$ cat src/rtl/payload_pkg.sv
// Shared definitions for the payload engine group's downstream logic.
//   ENGINE_END_LAT : cycles (with en=1) from an accepted eop until the engine
//                    outputs are final (last state register + End_state register).
//   coll_state_t   : collector emission states.
//   beat_t         : one rule-ID beat {pkt, id, none, last} at default widths.
package payload_pkg;

  localparam int ENGINE_END_LAT = 2;
  localparam int BEAT_PKT_W     = 8;
  localparam int BEAT_ID_W      = 6;

  typedef enum logic [1:0] {
    ST_IDLE = 2'd0,
    ST_EMIT = 2'd1,
    ST_NONE = 2'd2
  } coll_state_t;

  typedef struct packed {
    logic [BEAT_PKT_W-1:0] pkt;
    logic [BEAT_ID_W-1:0]  id;
    logic                  none;
    logic                  last;
  } beat_t;

endpackage

$ cat src/rtl/payload_lsb_encoder.sv
// Lowest-set-bit priority encoder.
// Ports:
//   vec  (in,  N)    : input vector
//   idx  (out, ID_W) : index of the lowest set bit (0 when vec is zero)
//   any  (out, 1)    : vec has at least one bit set
//   one  (out, 1)    : vec has exactly one bit set
module payload_lsb_encoder #(
  parameter int N    = 64,
  parameter int ID_W = 6
) (
  input  logic [N-1:0]    vec,
  output logic [ID_W-1:0] idx,
  output logic            any,
  output logic            one
);

  // Scanning downward lets the lowest set bit overwrite any higher one.
  always_comb begin
    idx = '0;
    for (int i = N - 1; i >= 0; i--) begin
      if (vec[i]) idx = ID_W'(i);
    end
  end

  assign any = |vec;
  // Clearing the lowest set bit leaves zero only for a one-hot vector.
  assign one = any && ((vec & (vec - N'(1))) == '0);

endmodule

$ cat src/rtl/payload_match_collector.sv
// Collects the sticky match outputs of a payload engine group. A fixed number
// of enabled cycles after eop the hit vector is snapshotted, then each hit
// engine index is emitted as one beat on a valid/ready stream (lowest index
// first). A zero vector yields a single "none" beat. One snapshot can wait in
// a pending buffer while the active one drains; further snapshots are dropped
// and counted.
// Ports:
//   clk, rst_n        : clock, synchronous active-low reset
//   sod, en, eop      : start of data, byte enable, last byte (qualified by en)
//   eng_hit [N_ENG]   : sticky engine outputs
//   m_valid/m_ready   : result stream handshake
//   m_id, m_none,
//   m_last, m_pkt     : beat payload (engine index, no-hit flag, last beat, tag)
//   busy              : active and pending buffers both occupied
//   ovf_cnt [16]      : saturating count of dropped snapshots
//   err_proto         : sticky; eop or sod arrived inside a sample window
module payload_match_collector
  import payload_pkg::*;
#(
  parameter int N_ENG      = 64,
  parameter int ID_W       = 6,
  parameter int SAMPLE_DLY = ENGINE_END_LAT,  // must be >= 1
  parameter int PKT_W      = 8
) (
  input  logic             clk,
  input  logic             rst_n,
  input  logic             sod,
  input  logic             en,
  input  logic             eop,
  input  logic [N_ENG-1:0] eng_hit,
  output logic             m_valid,
  input  logic             m_ready,
  output logic [ID_W-1:0]  m_id,
  output logic             m_none,
  output logic             m_last,
  output logic [PKT_W-1:0] m_pkt,
  output logic             busy,
  output logic [15:0]      ovf_cnt,
  output logic             err_proto
);

  localparam int CNT_W = $clog2(SAMPLE_DLY + 1);

  logic             eop_acc, snap, accept, act_done, drop;
  logic             win_act, win_zero;
  logic [CNT_W-1:0] win_cnt;
  logic [PKT_W-1:0] pkt_cnt;
  logic [N_ENG-1:0] snap_vec;

  coll_state_t      state, state_nxt;
  logic [N_ENG-1:0] act_vec, act_vec_nxt, pend_vec, pend_vec_nxt;
  logic [PKT_W-1:0] act_pkt, act_pkt_nxt, pend_pkt, pend_pkt_nxt;
  logic             pend_full, pend_full_nxt, act_load, act_keep;
  logic [ID_W-1:0]  enc_idx, m_id_nxt;
  logic             enc_any, enc_one, m_last_nxt;

  assign eop_acc = eop & en;
  // A restarting eop on the final counting edge wins: the old packet is gone.
  assign snap     = win_act & en & (win_cnt == CNT_W'(1)) & ~eop_acc;
  // sod inside the window (including on the snapshot edge) voids the result.
  assign snap_vec = (win_zero | sod) ? '0 : eng_hit;
  assign accept   = m_valid & m_ready;
  assign act_done = accept & m_last;

  // ---- Sample window, tag counter, error and overflow bookkeeping ----
  always_ff @(posedge clk) begin
    if (!rst_n) begin
      win_act   <= 1'b0;
      win_cnt   <= '0;
      win_zero  <= 1'b0;
      err_proto <= 1'b0;
      pkt_cnt   <= '0;
      ovf_cnt   <= '0;
    end else begin
      if (eop_acc) begin
        win_act  <= 1'b1;
        win_cnt  <= CNT_W'(SAMPLE_DLY);
        win_zero <= 1'b0;
      end else if (win_act) begin
        if (sod) win_zero <= 1'b1;
        if (en) begin
          win_cnt <= win_cnt - CNT_W'(1);
          if (win_cnt == CNT_W'(1)) win_act <= 1'b0;
        end
      end
      if (win_act & (eop_acc | sod)) err_proto <= 1'b1;
      if (snap) pkt_cnt <= pkt_cnt + PKT_W'(1);
      if (drop && ovf_cnt != 16'hFFFF) ovf_cnt <= ovf_cnt + 16'd1;
    end
  end

  // ---- Buffer routing: ACTIVE refills from PENDING or a fresh snapshot ----
  always_comb begin : buf_next
    act_vec_nxt   = act_vec;
    act_pkt_nxt   = act_pkt;
    pend_vec_nxt  = pend_vec;
    pend_pkt_nxt  = pend_pkt;
    pend_full_nxt = pend_full;
    act_load      = 1'b0;
    act_keep      = 1'b0;
    drop          = 1'b0;
    if (state == ST_IDLE || act_done) begin
      if (pend_full) begin
        // Promote without a bubble; a same-edge snapshot refills PENDING.
        act_load      = 1'b1;
        act_vec_nxt   = pend_vec;
        act_pkt_nxt   = pend_pkt;
        pend_full_nxt = snap;
        pend_vec_nxt  = snap_vec;
        pend_pkt_nxt  = pkt_cnt;
      end else if (snap) begin
        act_load    = 1'b1;
        act_vec_nxt = snap_vec;
        act_pkt_nxt = pkt_cnt;
      end
    end else begin
      act_keep = 1'b1;
      if (accept) act_vec_nxt = act_vec & (act_vec - N_ENG'(1));
      if (snap) begin
        if (!pend_full) begin
          pend_full_nxt = 1'b1;
          pend_vec_nxt  = snap_vec;
          pend_pkt_nxt  = pkt_cnt;
        end else begin
          drop = 1'b1;
        end
      end
    end
  end

  // Encodes the vector that will be current after this edge, so m_id/m_last
  // can be registered and still advance one beat per cycle.
  payload_lsb_encoder #(
    .N    (N_ENG),
    .ID_W (ID_W)
  ) u_lsb_enc (
    .vec (act_vec_nxt),
    .idx (enc_idx),
    .any (enc_any),
    .one (enc_one)
  );

  // ---- FSM next state and next beat fields ----
  always_comb begin : fsm_next
    state_nxt = ST_IDLE;
    if (act_load)      state_nxt = enc_any ? ST_EMIT : ST_NONE;
    else if (act_keep) state_nxt = state;
    m_id_nxt   = '0;
    m_last_nxt = 1'b0;
    case (state_nxt)
      ST_EMIT: begin
        m_id_nxt   = enc_idx;
        m_last_nxt = enc_one;
      end
      ST_NONE: m_last_nxt = 1'b1;
      default: ;
    endcase
  end

  // ---- State and control registers ----
  always_ff @(posedge clk) begin
    if (!rst_n) begin
      state     <= ST_IDLE;
      pend_full <= 1'b0;
      act_pkt   <= '0;
      m_id      <= '0;
      m_last    <= 1'b0;
    end else begin
      state     <= state_nxt;
      pend_full <= pend_full_nxt;
      act_pkt   <= act_pkt_nxt;
      m_id      <= m_id_nxt;
      m_last    <= m_last_nxt;
    end
  end

  // ---- Vector storage (qualified by state/pend_full, no reset needed) ----
  always_ff @(posedge clk) begin
    act_vec  <= act_vec_nxt;
    pend_vec <= pend_vec_nxt;
    pend_pkt <= pend_pkt_nxt;
  end

  // ---- FSM outputs ----
  always_comb begin : fsm_out
    m_valid = (state != ST_IDLE);
    m_none  = (state == ST_NONE);
    busy    = (state != ST_IDLE) & pend_full;
    m_pkt   = act_pkt;
  end

endmodule

$ cat config.mk
export PLATFORM = sky130hd
export DESIGN_NAME = payload_match_collector
export DESIGN_NICKNAME = d
export VERILOG_FILES = /design/src/rtl/payload_pkg.sv /design/src/rtl/payload_lsb_encoder.sv /design/src/rtl/payload_match_collector.sv
export SDC_FILE = /design/constraint.sdc
export NUM_CORES = 1
export LEC_CHECK = 0
export CAP_MARGIN = 20
export CORE_MARGIN = 2
export CORE_UTILIZATION = 45
export DETAILED_ROUTE_END_ITERATION = 12
export PLACE_DENSITY = 0.75
export RECOVER_POWER = 25
export SLEW_MARGIN = 20
export SYNTH_ARGS = -nofsm -noshare
export SYNTH_HDL_FRONTEND = slang
export SYNTH_SLANG_ARGS = --single-unit
$ cat constraint.sdc
create_clock -name clk -period 14.8 [get_ports clk]
set_input_delay 2.96 -clock clk [delete_from_list [all_inputs] [get_ports clk]]
set_output_delay 2.96 -clock clk [all_outputs]
set_load 0.005 [all_outputs]
==> metrics.csv <==
stage,metric,value,unit
synthesis,synth_compound_area_share,21.3,%
finish,final_cell_area,12800,sq um
detailed_routing,wl,35400,um
setup_path,cp_slowest_stage_delay,1080,ps
clock_network,clk_path_buf_depth,2,
clock_network,tritoncts,done,
synthesis,synth_top_family_by_area,simple AND/OR/NAND/NOR gates,
setup_path,r2r_end,m_last,
clock_network,postCtsSetupRepairBufs,0,
synthesis,synth_xor_area_share,1.70,%
pwr,p_per_area,94.5,nW/um^2
sta,finalClockSkew,15.7,ps
synthesis,yosysWarnings,0,
sta,rsz0062_at_grt,no,
setup_path,cp.required,15180,ps
synthesis,synth_edf_count,72,
sta,timing.slew.headroom,-86.7,%
finish,drive_gt1_share,7.56,%
clock_network,cts_root_buf,clkbuf_16,
setup_path,critPathKind,input port to flip-flop,
synthesis,synthArstFlopShare,0,%
grt,grt_pass1_wl,55900,um
grt,grt_usage,27.6,%
clock_network,clk_latency,470,ps
run_status,outcome,finished with violations,
finish,syn_to_final_growth,18.5,%
sta,max_slew.worst_pin.slew,2800,ps
clock_network,postCtsResizedCells,0,
grt,use_met1,37.1,%
sta,finalSetupViolCount,0,
synthesis,synthSimpleGateAreaFrac,28.6,%
setup_path,path_cells,dlygate4sd3_1 -> clkbuf_1 -> nor2_4 -> clkbuf_1 -> and3_1 -> a222oi_1 -> a21oi_1 -> or3_1 -> nor4_2 -> buf_4 -> nand2_1 -> nor4_1 -> o21ai_0 -> inv_1 -> ha_1 -> nor2b_1 -> nand2_1 -> a221oi_1 -> nand3_1 -> nor4_1 -> nand4b_1 -> nor4_1 -> nand4_1 -> o31ai_2,
sta,setup_tns,0,ps
sta,fmax,96.4,MHz
place,placedCellCount,1610,
synthesis,ys_ff_latch,183,
clock_network,cts_hold_buf,0,
hold_path,hold_end,err_proto,
grt,grtUsageMet3,4.23,%
finish,multi_input_area,5970,sq um
synthesis,synth_ff_type,dfxtp_1,
place,port_buffers,104,
clock_network,cts_sinks,183,
setup_path,critPathArrivalTime,10750,ps
detailed_routing,vias,10500,
hold_path,min_path_cells,1,
finish,fillers,2226,
sta,finalCriticalPeriod,10370,ps
floorplanning,row_count,56,
floorplanning,start_util,45.9,%
pwr,ir_drop,0.0671,mV
place,placed_area,12100,sq um
synthesis,syn_area_per_cell,8.69,sq um
finish,n_antenna_cell,0,
place,hpwl,25300,um
floorplanning,die_y,159,um
detailed_routing,antenna_left,0,
detailed_routing,via_per_inst,6.39,
setup_path,cp_slowest_cell,clkbuf_1,
synthesis,synth_adder_area_share,0.672,%
detailed_routing,route.detailed.drc,0,
clock_network,cts_made_buffers,17,
sta,hold_viol_final,0,
synthesis,postSynthNetCount,1318,
setup_path,crit_path_start_kind,input port,
synthesis,synth_top_cell_by_area,dfxtp_1,
grt,grt_max_degree,73,
run_status,violations,"max-capacitance violations, max-slew violations",
detailed_routing,drt_pass1_iterations,5,
synthesis,synth_top_area_share,20.6,%
hold_path,min_path_type,flip-flop to flip-flop,
grt,grt_pass1_vias,10071,
floorplanning,die_w,159,um
grt,gr-total-overflow,0,
synthesis,syn_area,10800,sq um
setup_path,r2r_start,win_zero,
finish,finalNetCount,1385,
setup_path,worst-r2r-setup-slack,7590,ps
sta,setup_ws,4430,ps
synthesis,synthMuxAreaShare,2.40,%
grt,globalRouteMet2Util,44.7,%
place,gp_congestion,0.988,
synthesis,postSynthCellCount,1243,
floorplanning,die-area,25300,sq um
floorplanning,io_pins,105,
setup_path,r2r_cells,22,
floorplanning,core_area,23500,sq um
setup_path,critPathCaptureType,flip-flop,
sta,finalMaxSlewViolations,73,
grt,grt_busiest_layer,met2,
synthesis,synth.yosys.seq_area_share,40.6,%
synthesis,synth.distinct_cells,83,
hold_path,min-delay-start,err_proto,
finish,fin_cells,1642,
sta,fin_crit_sh,70.1,%
setup_path,path_common_cell,nor4_1,
detailed_routing,drtIter0Drc,1056,
finish,regArea,4390,sq um
clock_network,htree_levels,4,
pwr,leakage,4.55,nW
place,dp_worst_setup_slack,5420,ps
synthesis,synth.top_cells.by_area,"dfxtp_1 (21%), edfxtp_1 (20%), and2_1 (4.5%), nand2_1 (3.3%), nor2_1 (3.1%)",
grt,antenna_found_initial,0,
clock_network,cts.clk_slew.worst_paths,90,ps
detailed_routing,wl_per_cell,21.5,um
run,drv_cap,1,
setup_path,worst-path-max-fanout,72,
[stage by stage]
step	hold WS, ps	total power [mW]	util, %
final	484	1.21	54.4
after global routing	514	1.25	54.4
after CTS	483	1.21	54.4
after global placement	450	0.699	51.6
after detailed placement	459	0.698	51.6
after floorplan	433	0.642	-
[critical path, delay by kind of cell]
family          cells  cell delay [ps]
compound gates      5             1310
fa+ha+maj           1              230
buf+inv             5             2880
simple gates       13             3370
[state kept, by name (all words and copies together) (netlist names)]
register,count
win_act,1
pend_full,1
act_vec,64
pkt_cnt,8
win_zero,1
pend_pkt,8
m_last,1
ovf_cnt,16
pend_vec,64
state,2
m_id,6
m_pkt,8
win_cnt,2
err_proto,1
[kinds of logic after synthesis]
logic type / count (synthesis)
muxes: 25
buffers and inverters: 128
AOI/OAI and AO/OA: 327
adders and majority gates: 6
and+or+nand+nor: 553
DFF: 183
xor gates and xnor gates: 21
[synthesized netlist by cell type (6+ instances only)]
cell type	number
dfxtp_1	111
nand2_1	96
nor2_1	88
and2_1	77
edfxtp_1	72
a21oi_1	61
o21ai_0	55
nand3_1	52
inv_1	51
clkbuf_1	46
nand4_1	42
nor3_1	40
nor4_1	29
a22oi_1	24
a221oi_1	23
mux2i_1	18
nor3b_1	18
nor2b_1	17
o22a_1	17
or3_1	17
buf_1	16
o211ai_1	15
xnor2_1	14
a31oi_1	12
buf_2	12
o22ai_1	11
a211oi_1	10
nor4b_1	10
or4_1	10
and3_1	9
nand2b_1	9
o211a_1	9
o21a_1	9
o31a_1	8
mux2_2	7
o41ai_1	7
or2_2	7
xor2_1	7
a31o_2	6
or4_4	6
[area by class of cell]
class                           instances  share of cell area, %
Timing Repair Buffer                  124                   9.22
Multi-Input combinational cell        932                   46.7
Inverter                               52                   1.53
Tap cell                              319                   3.12
Sequential cell                       183                   34.3
Clock buffer                           17                   3.32
Clock inverter                         15                   1.87
[cell usage in the layout (no fill, tap or decap), types with 10 or more instances in the layout]
master / netlist / final
inv_1: 51 / 51
a211oi_1: 10 / 10
a31oi_1: 12 / 12
clkbuf_16: 0 / 17
and2_1: 77 / 49
nor3b_1: 18 / 18
mux2i_1: 18 / 18
nor4_1: 29 / 28
dfxtp_1: 111 / 110
nor3_1: 40 / 40
and2_0: 0 / 28
o22a_1: 17 / 17
o211ai_1: 15 / 15
nand4_1: 42 / 42
nand3_1: 52 / 52
buf_4: 0 / 17
o21ai_0: 55 / 54
a22oi_1: 24 / 24
or3_1: 17 / 17
nor2b_1: 17 / 17
o22ai_1: 11 / 11
or4_1: 10 / 10
clkdlybuf4s50_1: 0 / 98
edfxtp_1: 72 / 72
a221oi_1: 23 / 23
xnor2_1: 14 / 14
a21oi_1: 61 / 61
nor2_1: 88 / 87
nand2_1: 96 / 96
nor4b_1: 10 / 10
[metal layers]
layer / part of all wire (%) / wire [um]
met2: 46 / 16400
met4: 3.6 / 1270
met1: 44 / 15500
met5: 0 / 0
met3: 6.3 / 2210
[where the power goes]
part           internal, mW  switching [mW]  total [mW]
Combinational        0.0618          0.0858       0.148
Sequential            0.531          0.0120       0.543
Clock                 0.245           0.274       0.519
[worst max-delay path by stage]
| stage | endpoint | slack [ps] | from | cells past startpoint |
|---|---|---|---|---|
| after floorplan | pend_pkt[0] | 4620 | m_ready | 8 |
| after global placement | m_last | 5730 | en | 23 |
| after detailed placement | m_last | 5420 | en | 23 |
| after CTS | m_last | 5870 | en | 23 |
| after global routing | m_last | 3570 | sod | 24 |
| final | m_last | 4430 | sod | 24 |
No activity file was read; power rests on OpenSTA's default activity.
